[src/rtl/display_pkg.sv]
// Shared types and constants for the multiplexed seven-segment display scheduler.
package display_pkg;
  localparam int          DIGIT_W       = 4;
  localparam logic [31:0] DEFAULT_DWELL = 32'd24000;
  localparam logic [15:0] DEFAULT_BLANK = 16'd240;

  typedef enum logic {S_BLANK, S_ON} disp_state_t;
endpackage

[src/rtl/display_mux_scheduler_interval_timer.sv]
// 32-bit up-counter with synchronous clear. The terminal count fires at limit-1.
// A limit of 0 behaves like a limit of 1.
module interval_timer (
  input  logic        clk,
  input  logic        i_rst,
  input  logic        i_clear,
  input  logic [31:0] i_limit,
  output logic        o_tc
);
  logic [31:0] r_count;
  logic [31:0] w_limit_m1;

  assign w_limit_m1 = (i_limit == 32'd0) ? 32'd0 : i_limit - 32'd1;
  assign o_tc       = (r_count == w_limit_m1);

  always_ff @(posedge clk or posedge i_rst) begin
    if (i_rst) begin
      r_count <= 32'd0;
    end else if (i_clear) begin
      r_count <= 32'd0;
    end else begin
      r_count <= r_count + 32'd1;
    end
  end
endmodule

[src/rtl/display_mux_scheduler.sv]
// Round-robin blank/dwell scheduler for N_DISP digits that share one decoder.
// Digit data and timing are double-buffered, so they change only at frame wrap.
module display_mux_scheduler
  import display_pkg::*;
#(
  parameter int          N_DISP        = 2,
  parameter logic [31:0] DEFAULT_DWELL = display_pkg::DEFAULT_DWELL,
  parameter logic [15:0] DEFAULT_BLANK = display_pkg::DEFAULT_BLANK
) (
  input  logic                      clk,
  input  logic                      reset,
  input  logic [DIGIT_W*N_DISP-1:0] digits_in,
  input  logic                      digit_load,
  input  logic [31:0]               cfg_dwell,
  input  logic [15:0]               cfg_blank,
  input  logic                      cfg_valid,
  output logic                      cfg_ready,
  output logic [N_DISP-1:0]         disp_en,
  output logic [3:0]                sel_digit,
  output logic                      frame_tick
);
  localparam int IW = (N_DISP > 1) ? $clog2(N_DISP) : 1;
  localparam logic [IW-1:0] LAST_IDX = IW'(N_DISP - 1);

  // Handshake: a config transfers on an edge where cfg_valid && cfg_ready.
  // cfg_ready stays low while a config is pending. It rises on the frame
  // wrap that makes the pending config active.
  disp_state_t                r_state;
  logic [IW-1:0]              r_idx;
  logic [N_DISP-1:0]          r_disp_en;
  logic [3:0]                 r_sel;
  logic                       r_tick;
  logic                       r_cfg_ready;
  logic [31:0]                r_dwell_act;
  logic [15:0]                r_blank_act;
  logic [31:0]                r_pend_dwell;
  logic [15:0]                r_pend_blank;
  logic [DIGIT_W*N_DISP-1:0]  r_stage;
  logic [DIGIT_W*N_DISP-1:0]  r_shadow;

  logic [31:0]        w_limit;
  logic               w_tc;
  logic               w_wrap;
  logic [N_DISP-1:0]  w_onehot;
  logic [3:0]         w_cur_digit;

  assign w_limit = (r_state == S_BLANK) ? {16'h0000, r_blank_act} : r_dwell_act;
  assign w_wrap  = w_tc && (r_state == S_ON) && (r_idx == LAST_IDX);

  always_comb begin
    w_onehot    = '0;
    w_cur_digit = 4'h0;
    for (int i = 0; i < N_DISP; i++) begin
      w_onehot[i] = (r_idx == IW'(i));
      if (r_idx == IW'(i)) w_cur_digit = r_shadow[i*DIGIT_W +: DIGIT_W];
    end
  end

  interval_timer u_timer (
    .clk     (clk),
    .i_rst   (reset),
    .i_clear (w_tc),
    .i_limit (w_limit),
    .o_tc    (w_tc)
  );

  always_ff @(posedge clk or posedge reset) begin
    if (reset) begin
      r_state      <= S_BLANK;
      r_idx        <= '0;
      r_disp_en    <= '0;
      r_sel        <= 4'h0;
      r_tick       <= 1'b0;
      r_cfg_ready  <= 1'b1;
      r_dwell_act  <= DEFAULT_DWELL;
      r_blank_act  <= DEFAULT_BLANK;
      r_pend_dwell <= 32'd0;
      r_pend_blank <= 16'd0;
      r_stage      <= '0;
      r_shadow     <= '0;
    end else begin
      r_tick <= 1'b0;
      if (digit_load) r_stage <= digits_in;

      if (w_tc) begin
        if (r_state == S_BLANK) begin
          r_state   <= S_ON;
          r_disp_en <= w_onehot;
          r_sel     <= w_cur_digit;
        end else begin
          r_state   <= S_BLANK;
          r_disp_en <= '0;
          r_sel     <= 4'h0;
          r_idx     <= (r_idx == LAST_IDX) ? '0 : r_idx + IW'(1);
        end
      end

      if (w_wrap) begin
        r_tick   <= 1'b1;
        r_shadow <= r_stage;
      end

      // A pending config is applied at wrap. A transfer on a wrap edge with no pending config waits for the next wrap.
      if (w_wrap && !r_cfg_ready) begin
        r_dwell_act <= r_pend_dwell;
        r_blank_act <= r_pend_blank;
        r_cfg_ready <= 1'b1;
      end else if (cfg_valid && r_cfg_ready) begin
        r_pend_dwell <= cfg_dwell;
        r_pend_blank <= cfg_blank;
        r_cfg_ready  <= 1'b0;
      end
    end
  end

  assign disp_en    = r_disp_en;
  assign sel_digit  = r_sel;
  assign frame_tick = r_tick;
  assign cfg_ready  = r_cfg_ready;
endmodule

[config.mk]
export PLATFORM = sky130hd
export DESIGN_NAME = display_mux_scheduler
export DESIGN_NICKNAME = d
export VERILOG_FILES = /design/src/rtl/display_pkg.sv /design/src/rtl/display_mux_scheduler_interval_timer.sv /design/src/rtl/display_mux_scheduler.sv
export SDC_FILE = /design/constraint.sdc
export NUM_CORES = 1
export LEC_CHECK = 0
export CORE_AREA = 2 2 121 123
export DETAILED_ROUTE_END_ITERATION = 8
export DIE_AREA = 0 0 123 125
export PLACE_DENSITY = 0.81
export SYNTH_ARGS = -nofsm -noshare
export SYNTH_HDL_FRONTEND = slang
export SYNTH_SLANG_ARGS = --single-unit
[constraint.sdc]
create_clock -name clk -period 9.8 [get_ports clk]
set_input_delay 1.96 -clock clk [delete_from_list [all_inputs] [get_ports clk]]
set_output_delay 1.96 -clock clk [all_outputs]
set_load 0.02 [all_outputs]
## Yosys cells after proc, flatten, opt, wreduce, memory -nomap -nowiden

Cells that the tools add are included.

| operators by class | value |
|---|---|
| $add $sub $neg | 3 |
| mux-type cells | 11 |
| eq/ne operators | 1 |
| reductions and logical operators | 9 |
| bitwise gates (word level) | 2 |

Operators with widths:

| kind | count |
|---|---|
| $mux W32 | 3 |
| $add A32 B1 Y32 const B | 1 |
| $eq A32 B32 Y1 | 1 |
| $logic_not A32 Y1 | 1 |
| $sub A32 B1 Y32 const B | 1 |
| $mux W4 | 2 |
| $mux W1 | 5 |
| $logic_and A1 B1 Y1 | 4 |
| $reduce_and A2 Y1 | 2 |
| $mux W2 | 1 |
| $not A1 Y1 | 2 |
| $reduce_bool A2 Y1 | 1 |
| $add A1 B1 Y1 const B | 1 |
| $logic_not A1 Y1 | 1 |

| word-level totals | value |
|---|---|
| bits of input ports | 60 |
| flip-flop bits (word level) | 154 |

## Depth between registers and ports, before layout

Gate-level depths: netlist (run 1).

| logic depth | value |
|---|---|
| depth after elaboration | 9 |
| gate-level depth with buffers | 22 |

## Modules after synthesis

From an unflattened synthesis (run 1), not the netlist that was laid out.

| second synthesis, totals | value |
|---|---|
| cell total of the unflattened synthesis | 682 |
| area, all modules | 7903.8 um2 |

Modules (own cells, without submodules):

| module | area each (um2) | times used | cells an instance |
|---|---|---|---|
| display_mux_scheduler | 4931.0 | 1 | 311 |
| interval_timer | 2972.9 | 1 | 371 |

## Least setup slack after synthesis (run 1)

OpenSTA, ideal clock, no wires.

| timing | value |
|---|---|
| path type | reg2reg |
| from | register r_state |
| to | register r_sel[0] (netlist: sel_digit[0]) |
| setup slack | 4.171 ns |
| arrival | 5.504 ns |
| library setup time | 0.125 ns |
| buffers on the path | 9 |
| stages on the path, launching flop included | 21 |
| cell sequence | dfrtp_1 -> buf_2 -> buf_2 -> buf_2 -> buf_2 -> buf_1 -> clkbuf_1 -> clkbuf_1 -> mux2i_1 -> ha_1 -> nor4b_1 -> o22ai_1 -> or4_1 -> clkbuf_1 -> or3_1 -> a31oi_1 -> o2111ai_1 -> nor4_4 -> and2_1 -> buf_2 -> mux2_2 |

| on the way | value |
|---|---|
| cells in the longest elaborated chain, start to end | 4 |

RTL lines:

| what | RTL line | text |
|---|---|---|
| start: declaration | display_mux_scheduler.sv:28 | `disp_state_t r_state;` |
| start signal: assignment | display_mux_scheduler.sv:69 | `r_state <= S_BLANK;` |
| start signal: assignment | display_mux_scheduler.sv:87 | `r_state <= S_ON;` |
| start signal: assignment | display_mux_scheduler.sv:91 | `r_state <= S_BLANK;` |
| $mux W32 | display_mux_scheduler.sv:47 | `assign w_limit = (r_state == S_BLANK) ? {16'h0000, r_blank_act} : r_dwell_act;` |
| $sub A32 B1 Y32 / $logic_not A32 Y1 (equally long branches) | display_mux_scheduler_interval_timer.sv:13 | `assign w_limit_m1 = (i_limit == 32'd0) ? 32'd0 : i_limit - 32'd1;` |
| $mux W32 | display_mux_scheduler_interval_timer.sv:13 |  |
| $eq A32 B32 Y1 | display_mux_scheduler_interval_timer.sv:14 | `assign o_tc = (r_count == w_limit_m1);` |
| end signal: assignment | display_mux_scheduler.sv:89 | `r_sel <= w_cur_digit;` |
| end: declaration | display_mux_scheduler.sv:31 | `logic [3:0] r_sel;` |

Several ways; a longest one is shown, not always the timed one.
A chain may end at the register's enable or synchronous reset.

## Final worst setup path (run 1)

| timing | value |
|---|---|
| from | register r_state |
| to | register r_dwell_act[21] |

| on the way | value |
|---|---|
| cells in the longest elaborated chain, start to end | 7 |

RTL lines:

| what | RTL line | text |
|---|---|---|
| $mux W32 | display_mux_scheduler.sv:47 |  |
| $sub A32 B1 Y32 / $logic_not A32 Y1 (equally long branches) | display_mux_scheduler_interval_timer.sv:13 |  |
| $mux W32 | display_mux_scheduler_interval_timer.sv:13 |  |
| $eq A32 B32 Y1 | display_mux_scheduler_interval_timer.sv:14 |  |
| $logic_and A1 B1 Y1 * (2 in series) | display_mux_scheduler.sv:48 | `assign w_wrap = w_tc && (r_state == S_ON) && (r_idx == LAST_IDX);` |
| $logic_and A1 B1 Y1 * | display_mux_scheduler.sv:104 | `if (w_wrap && !r_cfg_ready) begin` |
| end signal: assignment | display_mux_scheduler.sv:105 | `r_dwell_act <= r_pend_dwell;` |
| end: declaration | display_mux_scheduler.sv:34 | `logic [31:0] r_dwell_act;` |

Every way passes the cells marked *; elsewhere a longest branch is shown, timed or not.

==> results.md, run 1 <==
* Clock Latency Late Sink at 0.43 ns
* Synth Cell Area at 8240 sq um
* N_diodes at 0
* Syn Nets at 817
* Dpl hpwl at 14400 um
* Placer Congestion at 1.01
* Grt ovf at 0
* Cts repair resizes at 0
* Multi-input gate area at 4150 sq um
* # rows at 44
* Routed wire length at 20100 um
* Die Span Y at 125 um
* Prevailing post-synth register cell: dfrtp_1
* # nets final at 866
* CP max stage cell: dfrtp_2
* Post-Syn Instances at 755
* Placed insts at 969
* WP buf/inv at 3
* I/O pin cnt at 68
* Core Footprint at 14200 sq um
* Yosys reg bits at 154
* Number of synthesized flops with an enable pin at 0
* Non-filler cells, final at 1001
* Syn Area/Cell at 10.9 sq um
* Reg clk slew, reported paths at 0.06 ns
* DRC viols at 0
* Commonest non-fill, non-tap cell in the layout: dfrtp_1
* CP top delay family: buffers and inverters
* Bufs on Longest Clock Path at 2
* Initial antenna violation count at 0
* Sinks on Clock Net at 154
* Layout cell share with drive strength beyond 1 at 0.225
* Seq/Total Area, Yosys at 0.470
* DIE AREA at 15400 sq um
* Worst vdd ir at 0.132 mV
* Post-synth ARST share at 1.00
* Final Max Slew Viols at 0
* Final hold vios at 0
* Max Clk Rate at 175 MHz
* Pin count of the biggest net entering global routing at 85
* Area Overhead vs Synth at 16.0%
* Power per cell area at 185 nW/um^2
* Setup TNS at 0 ns
* CP max FO at 49
* FF/Latch Area at 3870 sq um
* Root Buffer: clkbuf_16
* Rel. slew slack at 0.256
* Hold_buf cts at 0
* Worst Max-Slew Pin Slew at 1.11 ns
* Status: complete, no violations
* Post-route ant nets at 0
* Die W at 123 um
* Crit path cell chain: buf_4, inv_1, mux2i_1, nor3_2, nand2_1, a2111oi_0, nor4b_1, o311ai_0, nor4_1, nand3_2, buf_4, mux2_2
* Post-CTS Setup Inserts at 0
* Critical path type: reg -> reg
* Most frequent CP cell: buf_4
* Syn. warnings at 0
* Vias per cell at 6.18
* Worst setup margin at 4.07 ns
* Netlist cell types at 69
* Max Cap Viol at 0
* Vias in the first global route at 6303
* Unrepaired setup endpoints after global routing: no
* CP max stage delay at 0.81 ns
* First-pass GRT wire length at 33200 um
* Critical path startpoint category: register
* GRT Overall Usage at 0.280
* Tcrit/Tclk final at 0.584
* Final setup vio count at 0
* WL/cell at 20.1 um
* Starting Density at 0.580
* Drt first pass iters at 7
* Routed via count at 6186
* Commonest non-fill, non-tap cells in the layout: 141 x dfrtp_1, 109 x mux2_2, 71 x nor2_1
* Pre-CTS setup slack at 4.15 ns
* Crit path required time at 10.12 ns
* H-tree depth at 4
* Final Critical Period at 5.73 ns
* CTS tree: done
* Leak Pwr at 3.89 nW
* CTS buffer count at 17
* Core Util, Final at 0.673
* Setup Skew at 0.00931 ns
* HP Class: reg -> reg
* Port Buffer Count at 67
* CP arrival at 6.04 ns
* Final Total Pwr at 0.00176 W
* DRT iter0 DRCs at 569
* Setup crit end kind: register
* Fillers at 1066
worst register-to-register path, delay by kind of cell (launching register included):
kind            cells  cell delay (ns)
compound gates      2             1.22
buf+inv             3             1.55
flops               1             0.81
mux                 2             0.80
simple gates        5             1.22
state kept, by name, indices dropped and copies added (netlist names):
name and cells:
r_idx 1, disp_en 2, frame_tick 1, r_state 1, r_pend_blank 16, r_stage 8
cfg_ready 1, r_blank_act 16, sel_digit 4, r_shadow 8, u_timer.r_count 32, r_pend_dwell 32
r_dwell_act 32
worst paths after layout:
check                           startpoint              end  slack (ns)  cells after the start
setup / recovery                   r_state  r_dwell_act[21]        4.07                     12
hold / removal             r_pend_blank[6]   r_blank_act[6]        0.50                      1
setup reg to reg                   r_state  r_dwell_act[21]        4.07                     12
hold reg to reg            r_pend_blank[6]   r_blank_act[6]        0.50                      1
max in group asynchronous            reset  r_dwell_act[30]        6.34                      3
min in group asynchronous            reset  r_pend_blank[0]        1.99                      2
synthesized netlist by cell type (5+ instances only):
cell type / instances / area [sq um]
a21oi_1: 15 / 75.1
and3_1: 10 / 62.6
buf_2: 15 / 75.1
clkbuf_1: 22 / 82.6
dfrtp_1: 142 / 3550
dfstp_2: 12 / 315
inv_1: 8 / 30.0
mux2_2: 109 / 1230
mux2_4: 9 / 135
mux2i_1: 20 / 200
nand2_1: 42 / 158
nand3_1: 25 / 125
nand4_1: 6 / 37.5
nor2_1: 71 / 267
nor3_1: 30 / 150
nor3b_1: 10 / 75.1
nor4_1: 25 / 156
nor4b_1: 5 / 43.8
o2111ai_1: 5 / 43.8
o211ai_1: 6 / 45.0
o21ai_0: 13 / 65.1
o22ai_1: 12 / 75.1
or3_1: 8 / 50.1
xnor2_1: 28 / 245
xor2_1: 30 / 263
routing by layer:
metal	part of all wire	wire length (um)	vias to the layer above	track usage
met4	0.022	446	0	0.0922
met2	0.49	9780	182	0.445
met5	0	0	-	0
met1	0.43	8740	3112	0.383
li1	-	-	2856	-
met3	0.059	1180	36	0.0589
final cells by class:
class                           count  area share
Multi-Input combinational cell    551       0.434
Timing Repair Buffer               72      0.0741
Tap cell                          184      0.0241
Sequential cell                   154       0.405
Clock buffer                       19      0.0474
Clock inverter                     13      0.0113
Inverter                            8     0.00367
metrics by stage:
| stage | area, sq um | hold WS [ns] |
|---|---|---|
| after global placement | 8990 | 0.484 |
| after floorplan | 8240 | 0.475 |
| after global routing | 9560 | 0.515 |
| after detailed placement | 8990 | 0.487 |
| after CTS | 9560 | 0.507 |
| final | 9560 | 0.503 |
where the power goes:
group / switching, W / internal, W / leakage [nW]
Combinational: 0.000179 / 0.000170 / 1.71
Sequential: 0.0000893 / 0.000710 / 1.91
Clock: 0.000273 / 0.000342 / 0.265
kinds of logic after synthesis:
kind of cell,Yosys count,synth area share
AO/OA/AOI/OAI,88,0.0761
XOR/XNOR,59,0.0645
adder cells (fa/ha/maj),2,0.00304
buffers and inverters,50,0.0269
flip-flops,154,0.470
multiplexers,138,0.190
AND/OR/NAND/NOR,264,0.170
No activity file was read; power rests on OpenSTA's default activity.
==> run 2: changes to the inputs <==
--- a/config.mk
+++ b/config.mk
@@ -5,10 +5,10 @@
 export SDC_FILE = /design/constraint.sdc
 export NUM_CORES = 1
 export LEC_CHECK = 0
-export CORE_AREA = 2 2 121 123
+export CORE_AREA = 2 2 122 124
 export DETAILED_ROUTE_END_ITERATION = 8
-export DIE_AREA = 0 0 123 125
-export PLACE_DENSITY = 0.81
+export DIE_AREA = 0 0 124 126
+export PLACE_DENSITY = 0.79
 export SYNTH_ARGS = -nofsm -noshare
 export SYNTH_HDL_FRONTEND = slang
 export SYNTH_SLANG_ARGS = --single-unit
==> constraint.sdc (replaced) <==
create_clock -name clk -period 5.9 [get_ports clk]
set_input_delay 1.18 -clock clk [delete_from_list [all_inputs] [get_ports clk]]
set_output_delay 1.18 -clock clk [all_outputs]
set_load 0.02 [all_outputs]
==> results.md, run 2 (same netlist as run 1, synthesis figures left out) <==
* DRC viols at 0
* Vias in the first global route at 6341
* Reg2Reg Setup Slack at 0.94 ns
* Placer Congestion at 0.960
* Vias per cell at 6.17
* Die Span Y at 126 um
* N_diodes at 0
* WL/cell at 19.8 um
* # rows at 44
* Setup Skew at 0.00776 ns
* Routed met2 length at 9760 um
* Worst setup margin at 0.938 ns
* Bufs on Longest Clock Path at 2
* Sinks on Clock Net at 154
* Rel. slew slack at 0.275
* CP max FO at 39
* Setup TNS at 0 ns
* Power per cell area at 310 nW/um^2
* Final Critical Period at 4.96 ns
* Final Total Pwr at 0.00299 W
* DIE AREA at 15600 sq um
* Final Max Slew Viols at 0
* Unrepaired setup endpoints after global routing: no
* Final Cell Area at 9630 sq um
* Routed wire length at 19900 um
* Post-CTS Setup Inserts at 0
* Met1 WL at 8760 um
* First-pass GRT wire length at 33000 um
* Reg clk slew, reported paths at 0.06 ns
* Setup crit end kind: register
* CTS tree: done
* Leak Pwr at 3.95 nW
* H-tree depth at 4
* Pin count of the biggest net entering global routing at 118
* Max Cap Viol at 0
* Layout cell share with drive strength beyond 1 at 0.227
* Post-route ant nets at 0
* Port Buffer Count at 67
* Cts repair resizes at 0
* Final setup vio count at 0
* # nets final at 872
* I/O pin cnt at 68
* HP Class: reg -> reg
* CTS buffer count at 17
* Starting Density at 0.576
* Die W at 124 um
* Worst vdd ir at 0.279 mV
* Area Overhead vs Synth at 16.9%
* Status: complete, no violations
* Core Footprint at 14300 sq um
* Commonest non-fill, non-tap cell in the layout: dfrtp_1
* Pre-CTS setup slack at 0.980 ns
* Root Buffer: clkbuf_16
* Worst Max-Slew Pin Slew at 1.06 ns
* Drt first pass iters at 6
* Wire length on met3 at 1090 um
* Dpl hpwl at 14400 um
* Max Clk Rate at 202 MHz
* Grt ovf at 0
* Critical path type: reg -> reg
* Critical path startpoint category: register
* Clock Latency Late Sink at 0.43 ns
* Non-filler cells, final at 1007
* Tcrit/Tclk final at 0.841
* Hold_buf cts at 0
* Placed Area at 9050 sq um
* Top Registers: r_dwell_act x32, r_pend_dwell x32, u_timer.r_count x32
* Placed insts at 975
* GRT Overall Usage at 0.273
* Uppermost layer routed: met4
* Crit path required time at 6.21 ns
* Initial antenna violation count at 0
* DRT iter0 DRCs at 560
* CP arrival at 5.27 ns
* Final hold vios at 0
* Commonest non-fill, non-tap cells in the layout: 141 x dfrtp_1, 109 x mux2_2, 71 x nor2_1
* Routed via count at 6211
## run 2: where the power goes
| group | internal, W | switching, W | leakage [nW] |
|---|---|---|---|
| registers | 0.00118 | 0.000132 | 1.91 |
| clock network | 0.000630 | 0.000449 | 0.285 |
| logic | 0.000288 | 0.000308 | 1.75 |
## run 2: area by class of cell
| class | instances | area (sq um) |
|---|---|---|
| Clock buffer | 20 | 437 |
| Clock inverter | 12 | 139 |
| Fill cell | 1090 | 4690 |
| Inverter | 8 | 35.0 |
| Multi-Input combinational cell | 551 | 4150 |
| Sequential cell | 154 | 3870 |
| Tap cell | 184 | 230 |
| Timing Repair Buffer | 78 | 766 |
## run 2: critical path, stage by stage (launching register included)
cell,delay [ns]
dfrtp_2,0.40
mux2i_1,0.27
ha_1,0.29
nor4b_1,0.45
o22ai_1,0.28
or4_1,0.75
or3_1,0.40
a31oi_1,0.31
o2111ai_1,0.20
nor4_4,0.42
nand3_2,0.40
buf_12,0.32
mux2_2,0.30
## run 2: per-layer routing
| layer | up-vias | track usage |
|---|---|---|
| met5 | - | 0 |
| met4 | 0 | 0.0760 |
| met3 | 28 | 0.0566 |
| met2 | 214 | 0.437 |
| met1 | 3103 | 0.378 |
| li1 | 2866 | - |
## run 2: through the flow
stage	hold WS (ns)	utilization
after floorplan	0.475	-
after global placement	0.487	0.632
after detailed placement	0.490	0.632
after CTS	0.505	0.673
after global routing	0.519	0.673
final	0.501	0.673
## run 2: final timing paths
kind,startpoint,to,depth (start not counted)
max in group asynchronous,reset,r_dwell_act[14],3
min in group asynchronous,reset,r_pend_blank[0],2
worst max register to register,r_state,r_dwell_act[20],12
worst min register to register,r_pend_blank[2],r_blank_act[2],1
worst min-delay path,r_pend_blank[2],r_blank_act[2],1
worst max-delay path,r_state,r_dwell_act[20],12
